<file path="config.mk">
export PLATFORM = sky130hd
export DESIGN_NAME = log2_sched
export DESIGN_NICKNAME = d
export VERILOG_FILES = /design/src/rtl/log2_sched.sv
export SDC_FILE = /design/constraint.sdc
export NUM_CORES = 1
export LEC_CHECK = 0
export BUFFER_PORTS_ARGS = -buffer_cell sky130_fd_sc_hd__buf_2
export CAP_MARGIN = 5
export CORE_ASPECT_RATIO = 0.6
export CORE_MARGIN = 3
export CORE_UTILIZATION = 43
export DETAILED_ROUTE_END_ITERATION = 8
export PLACE_DENSITY = 0.81
export SYNTH_ARGS = -nofsm -noshare
export SYNTH_HDL_FRONTEND = slang
export SYNTH_SLANG_ARGS = --single-unit
</file>
<file path="constraint.sdc">
create_clock -name clk -period 2.7 [get_ports clk]
set_input_delay 0.27 -clock clk [delete_from_list [all_inputs] [get_ports clk]]
set_output_delay 0.27 -clock clk [all_outputs]
set_load 0.02 [all_outputs]
</file>
<file path="src/rtl/log2_sched.sv">
// Round-robin scheduler sharing one fixed-latency log2 pipeline among N_CH requesters.
// Channel tags ride a shift register matched to the pipeline depth so each result returns to its issuer.
module log2_sched #(
  parameter int N_CH    = 4,
  parameter int LATENCY = 5,
  parameter int IN_W    = 18,
  parameter int OUT_W   = 21
) (
  input  logic                 clk,
  input  logic                 rst,
  input  logic [N_CH-1:0]      ch_en,
  input  logic [N_CH-1:0]      req_valid,
  input  logic [N_CH*IN_W-1:0] req_data,
  output logic [N_CH-1:0]      req_ready,
  output logic [IN_W-1:0]      log_in,
  input  logic [OUT_W-1:0]     log_out,
  output logic [N_CH-1:0]      res_valid,
  output logic [OUT_W-1:0]     res_data,
  output logic                 res_zero,
  output logic                 busy
);

  localparam int CW = (N_CH > 1) ? $clog2(N_CH) : 1;

  logic [CW-1:0]   r_ptr;
  logic [CW-1:0]   w_gidx;
  logic            w_found;
  logic            w_hs;
  logic            w_zero_op;
  logic            w_busy;
  logic [N_CH-1:0] w_cand;

  logic            r_tag_vld  [LATENCY];
  logic [CW-1:0]   r_tag_ch   [LATENCY];
  logic            r_tag_zero [LATENCY];

  assign w_cand = req_valid & ch_en;

  // First candidate at or after r_ptr, wrapping.
  always_comb begin
    int idx;
    idx     = 0;
    w_found = 1'b0;
    w_gidx  = '0;
    for (int k = 0; k < N_CH; k++) begin
      idx = int'(r_ptr) + k;
      if (idx >= N_CH) begin
        idx = idx - N_CH;
      end else begin
        idx = idx;
      end
      if (!w_found && w_cand[idx[CW-1:0]]) begin
        w_found = 1'b1;
        w_gidx  = idx[CW-1:0];
      end else begin
        w_found = w_found;
      end
    end
  end

  // req_ready only ever selects a valid candidate, so a grant is a handshake.
  assign w_hs      = w_found & ~rst;
  assign req_ready = w_hs ? (N_CH'(1) << w_gidx) : '0;
  assign log_in    = w_hs ? req_data[w_gidx*IN_W +: IN_W] : '0;
  assign w_zero_op = (log_in == '0);

  always_ff @(posedge clk) begin
    if (rst) begin
      r_ptr <= '0;
    end else if (w_hs) begin
      r_ptr <= (w_gidx == CW'(N_CH - 1)) ? '0 : w_gidx + CW'(1);
    end else begin
      r_ptr <= r_ptr;
    end
  end

  always_ff @(posedge clk) begin
    if (rst) begin
      for (int s = 0; s < LATENCY; s++) begin
        r_tag_vld[s]  <= 1'b0;
        r_tag_ch[s]   <= '0;
        r_tag_zero[s] <= 1'b0;
      end
    end else begin
      r_tag_vld[0]  <= w_hs;
      r_tag_ch[0]   <= w_gidx;
      r_tag_zero[0] <= w_zero_op;
      for (int s = 1; s < LATENCY; s++) begin
        r_tag_vld[s]  <= r_tag_vld[s-1];
        r_tag_ch[s]   <= r_tag_ch[s-1];
        r_tag_zero[s] <= r_tag_zero[s-1];
      end
    end
  end

  // log_out lines up with the last tag stage; log2(0) is undefined upstream, so force it.
  always_ff @(posedge clk) begin
    if (rst) begin
      res_valid <= '0;
      res_data  <= '0;
      res_zero  <= 1'b0;
    end else if (r_tag_vld[LATENCY-1]) begin
      res_valid <= N_CH'(1) << r_tag_ch[LATENCY-1];
      res_zero  <= r_tag_zero[LATENCY-1];
      res_data  <= r_tag_zero[LATENCY-1] ? '0 : log_out;
    end else begin
      res_valid <= '0;
      res_zero  <= 1'b0;
      res_data  <= res_data;
    end
  end

  always_comb begin
    w_busy = |res_valid;
    for (int s = 0; s < LATENCY; s++) begin
      w_busy = w_busy | r_tag_vld[s];
    end
  end

  assign busy = w_busy;

endmodule
</file>
==> results.json, run 1 <==
{
  "cts-root-buf": "clkbuf_8",
  "cts_tree": "done",
  "path_class": "reg2reg",
  "fillers": 453,
  "grt-ovfl-total": 0,
  "internal-power_mw": 1.24,
  "start_kind": "flop",
  "synth_edf_count": 0,
  "hpwl_um": 5460,
  "drv_slew": 0,
  "numPortBuffers": 151,
  "synthesis.area_um2": 2400,
  "timing.final.ws_setup_ps": 159,
  "clk_latency_ps": 290,
  "final.min_clock_period_ps": 2540,
  "leakage_nw": 1.78,
  "die_area_um2": 6540,
  "pwr-share-clk": 0.305,
  "place_congestion": 0.869,
  "track_usage": 0.204,
  "die-height_um": 63.9,
  "ios": 152,
  "drtIter0Drc": 159,
  "placeableCoreArea_um2": 5230,
  "post_cts_resized": 0,
  "wl_per_cell_um": 14.0,
  "via_per_inst": 5.23,
  "slowest_stage": "or4_4",
  "post_cts_buffers": 0,
  "yosysTopAreaCell": "dfxtp_1",
  "dieWidth_um": 102,
  "ys_types": 37,
  "powerDensity_nw_per_um2": 511,
  "switching_power_mw": 0.505,
  "grt_pass1_vias": 2494,
  "cts_sinks": 48,
  "area_growth_pct": 42.4,
  "synth_warnings": 0,
  "cts_buffer_depth": 2,
  "nets": 559,
  "dr.pass1.iters": 5,
  "ant_nets": 0,
  "ys_top_cells_by_area": "dfxtp_1, nor2b_1, a21oi_1",
  "end_kind": "flop",
  "syn_nets": 412,
  "cts_buffers": 5,
  "grt_pass1_wl_um": 10900,
  "yosys-top-cells-count": "dfxtp_1, nand2_1, a21oi_1, nor2_1, nor2b_1",
  "regArea_um2": 966,
  "grt_max_degree": 42,
  "dp_worst_setup_slack_ps": 98.7,
  "status": "completed",
  "synth.avg_cell_area_um2": 7.87,
  "start_util": 0.459,
  "drc_errors": 0,
  "synth.most_common_cell": "dfxtp_1",
  "wl_um": 7270,
  "yosys_most_used_dff": "dfxtp_1",
  "ys_ff_latch": 48,
  "ctsHoldBuffers": 0,
  "drive_above_1_share": 0.404,
  "synth_top_area_frac": 0.400,
  "max_freq_ghz": 0.394,
  "critPathMaxFanout": 22,
  "final_util": 0.653,
  "crit_chain": "nand4b_1 > o31ai_1 > nor3_2 > buf_12 > inv_4 > a21oi_1 > a22o_1 > nand4_1 > or4_4 > a2111oi_4",
  "hold_path_class": "in2reg",
  "antennaDiodeCount": 0,
  "finalPower_mw": 1.75,
  "drv_cap": 0,
  "comb_power_share": 0.273,
  "clock_skew_ps": 7.01,
  "clk_pin_slew_ps": 90,
  "syn-instance-count": 305,
  "dr_total_vias": 2713,
  "cts-htree-levels": 2,
  "ir_drop_mv": 0.316,
  "hold_violations": 0,
  "multi_input_area_um2": 1360,
  "slowest_delay_ps": 540,
  "power_frac_seq": 0.422,
  "swShare": 0.289,
  "num_rows": 20,
  "period_share": 0.941,
  "worstPathRequired_ps": 2900,
  "seq_area_frac_synth": 0.400,
  "worstMarginPinSlew_ps": 434,
  "relSlewSlack": 0.710,
  "setup_viol": 0,
  "antenna_found_initial": 0,
  "async_flop_share": 0,
  "arrival_ps": 2740
}
-- critical path: cells and delay by family (launching register included) --
kind | cells | cell delay [ps]
AO/OA/AOI/OAI | 4 | 770
buffers and inverters | 2 | 310
flip-flops | 1 | 360
AND/OR/NAND/NOR | 4 | 1010
-- sequential cells by signal (all words and copies together), names as in the netlist --
name	count
r_ptr	2
res_data	21
res_zero	1
res_valid	4
r_tag_ch	10
r_tag_vld	5
r_tag_zero	5
-- logic make-up (layout without fill, tap and decap cells) --
logic type	Yosys count	count (layout)	share of synthesized area
and+or+nand+nor	157	157	0.323
adders and majority gates	4	4	0.0209
DFF	48	48	0.400
AOI/OAI and AO/OA	63	63	0.164
muxes	10	10	0.0433
buffers and inverters	23	171	0.0485
-- layout by cell type (no fill, tap or decap), drive strengths merged, types with 4 or more instances in the layout --
master | netlist | layout
nor2 | 39 | 39
a21oi | 43 | 43
buf | 7 | 159
ha | 4 | 4
a311oi | 5 | 5
and2 | 7 | 7
and3 | 6 | 6
mux2i | 7 | 7
clkbuf | 13 | 7
nand2 | 47 | 47
a22o | 10 | 10
nor2b | 38 | 38
nor3 | 4 | 4
nand3 | 4 | 4
dfxtp | 48 | 48
-- power by group through the flow --
stage	Combinational (mW)	Sequential (mW)	Clock, mW
after detailed placement	0.449	0.753	0
after CTS	0.451	0.736	0.547
after global placement	0.441	0.752	0
after global routing	0.520	0.740	0.573
final	0.477	0.737	0.533
after floorplan	0.278	0.753	0
-- path summary, 6_finish.rpt --
path,to,depth (start not counted),startpoint,slack (ps)
max,r_tag_zero[0],10,r_ptr[0],160
min,res_data[9],3,log_out[9],200
max reg2reg,r_tag_zero[0],10,r_ptr[0],160
min reg2reg,r_tag_zero[2],1,r_tag_zero[1],440
-- metrics by stage --
stage,instances,setup TNS [ps],hold slack [ps],instance area (um2)
final,519,0,199,3420
after global routing,519,-0.00355,208,3420
after CTS,518,0,191,3350
after detailed placement,510,0,423,3230
after global placement,510,0,421,3230
after floorplan,305,0,409,2400
-- layout make-up --
class / instances / share of cell area
multi-input cells: 234 / 0.397
flip-flops and latches: 48 / 0.283
repair buffers: 160 / 0.257
clock buffers: 6 / 0.0242
well taps: 66 / 0.0242
clock inverters: 2 / 0.0114
inverters: 3 / 0.00403
-- per-layer routing --
layer	up-vias	global-route usage	wire length (um)
li1	1322	-	-
met1	1237	0.253	3120
met2	139	0.346	3400
met3	15	0.0534	614
met4	0	0.0589	132
met5	-	0	0
(Power assumes the default switching activity.)
==> run 2, diff against run 1 <==
--- a/config.mk
+++ b/config.mk
@@ -8,9 +8,11 @@
 export BUFFER_PORTS_ARGS = -buffer_cell sky130_fd_sc_hd__buf_2
 export CAP_MARGIN = 5
+export CELL_PAD_IN_SITES_DETAIL_PLACEMENT = 1
+export CELL_PAD_IN_SITES_GLOBAL_PLACEMENT = 1
 export CORE_ASPECT_RATIO = 0.6
 export CORE_MARGIN = 3
-export CORE_UTILIZATION = 43
+export CORE_UTILIZATION = 29
 export DETAILED_ROUTE_END_ITERATION = 8
-export PLACE_DENSITY = 0.81
+export PLACE_DENSITY_LB_ADDON = 0.1
 export SYNTH_ARGS = -nofsm -noshare
 export SYNTH_HDL_FRONTEND = slang
==> constraint.sdc (replaced) <==
create_clock -name clk -period 2.7 [get_ports clk]
set_input_delay 0.27 -clock clk [delete_from_list [all_inputs] [get_ports clk]]
set_output_delay 0.27 -clock clk [all_outputs]
set_load 0.01 [all_outputs]
==> results.json, run 2 (synthesis results as in run 1) <==
{
  "critPathMaxFanout": 33,
  "ios": 152,
  "leakage_nw": 1.80,
  "powerDensity_nw_per_um2": 512,
  "clk_latency_ps": 280,
  "hpwl_um": 6300,
  "cts_buffer_depth": 2,
  "cts_buffers": 5,
  "fillers": 1002,
  "numPortBuffers": 151,
  "drtIter0Drc": 128,
  "setup_tns_ps": 0,
  "dpl.cell_count": 555,
  "die-height_um": 76.5,
  "dr.pass1.iters": 4,
  "track_usage": 0.167,
  "wl_um": 8130,
  "path_class": "reg2reg",
  "dp_worst_setup_slack_ps": 43.5,
  "start_util": 0.302,
  "hold_ws_ps": 216,
  "grt-ovfl-total": 0,
  "dr_total_vias": 2700,
  "place_congestion": 0.792,
  "grt_pass1_vias": 2674,
  "final.min_clock_period_ps": 2610,
  "ant_nets": 0,
  "clk_pin_slew_ps": 60,
  "max_freq_ghz": 0.384,
  "cts-htree-levels": 2,
  "dieWidth_um": 123,
  "arrival_ps": 2790,
  "layout_commonest_cell": "buf_2",
  "ir_drop_mv": 0.231,
  "hold_violations": 0,
  "num_rows": 25,
  "die_area_um2": 9440,
  "end_kind": "flop",
  "place_area_um2": 3290,
  "antenna_found_initial": 0,
  "cts_sinks": 48,
  "ctsHoldBuffers": 0,
  "largest_reg_flops": 21,
  "wl_per_cell_um": 14.4,
  "drive_above_1_share": 0.406,
  "regToRegSetupSlack_ps": 90,
  "timing.final.ws_setup_ps": 94.5,
  "hold_path_class": "in2reg",
  "drv_slew": 0,
  "area_growth_pct": 44.6,
  "period_share": 0.965,
  "worstMarginPinSlew_ps": 442,
  "antennaDiodeCount": 0,
  "via_per_inst": 4.79,
  "clock_skew_ps": 3.37,
  "status": "completed",
  "cts_tree": "done",
  "mostFrequentLayoutCells": "buf_2, nand2_1, dfxtp_1",
  "start_kind": "flop",
  "grt_max_degree": 42,
  "finalPower_mw": 1.78,
  "nets": 562,
  "instances_no_fill": 564,
  "relSlewSlack": 0.705,
  "reg_top3": "res_data (21), r_tag_ch (10)",
  "worstPathRequired_ps": 2880,
  "drc_errors": 0,
  "fin_area_um2": 3470,
  "multi_input_area_um2": 1330,
  "placeableCoreArea_um2": 7950,
  "grt_pass1_wl_um": 12800,
  "regArea_um2": 963,
  "cts-root-buf": "clkbuf_16",
  "largest_register": "res_data",
  "drv_cap": 0,
  "setup_viol": 0,
  "final_util": 0.437
}
run 2: what timing repair did:
action,in CTS,in global routing
endpoints found under the setup margin,0,5
setup buffers,0,1
gates resized for setup,0,8
run 2: critical path, stage by stage (launching register included):
cell and delay [ps]:
dfxtp_2 360, nand2b_1 170, a31oi_1 200, o21a_2 200, inv_1 80, buf_12 170, nand2_1 80, a22o_1 170
nand4_1 170, or4_4 560, a2111oi_2 340
run 2: path summary, 6_finish.rpt:
path,start,endpoint,cells after the start
max reg2reg,r_ptr[1],r_tag_zero[0],10
max,r_ptr[1],r_tag_zero[0],10
min,log_out[20],res_data[20],3
min reg2reg,r_tag_zero[2],r_tag_zero[3],1
run 2: power breakdown:
part	internal, mW	switching [mW]
logic	0.211	0.234
clock network	0.341	0.251
registers	0.727	0.0118
run 2: cell type report:
class | count | share of cell area
flip-flops and latches | 48 | 0.278
repair buffers | 163 | 0.251
clock buffers | 5 | 0.0360
clock inverters | 3 | 0.00541
well taps | 108 | 0.0389
multi-input cells | 234 | 0.384
inverters | 3 | 0.00721
run 2: metal layers:
layer | track usage | wire length [um] | up-vias
met5 | 0 | 0 | -
met4 | 0.0243 | 72 | 0
met3 | 0.0512 | 651 | 10
met2 | 0.269 | 3630 | 90
met1 | 0.225 | 3770 | 1276
li1 | - | - | 1324
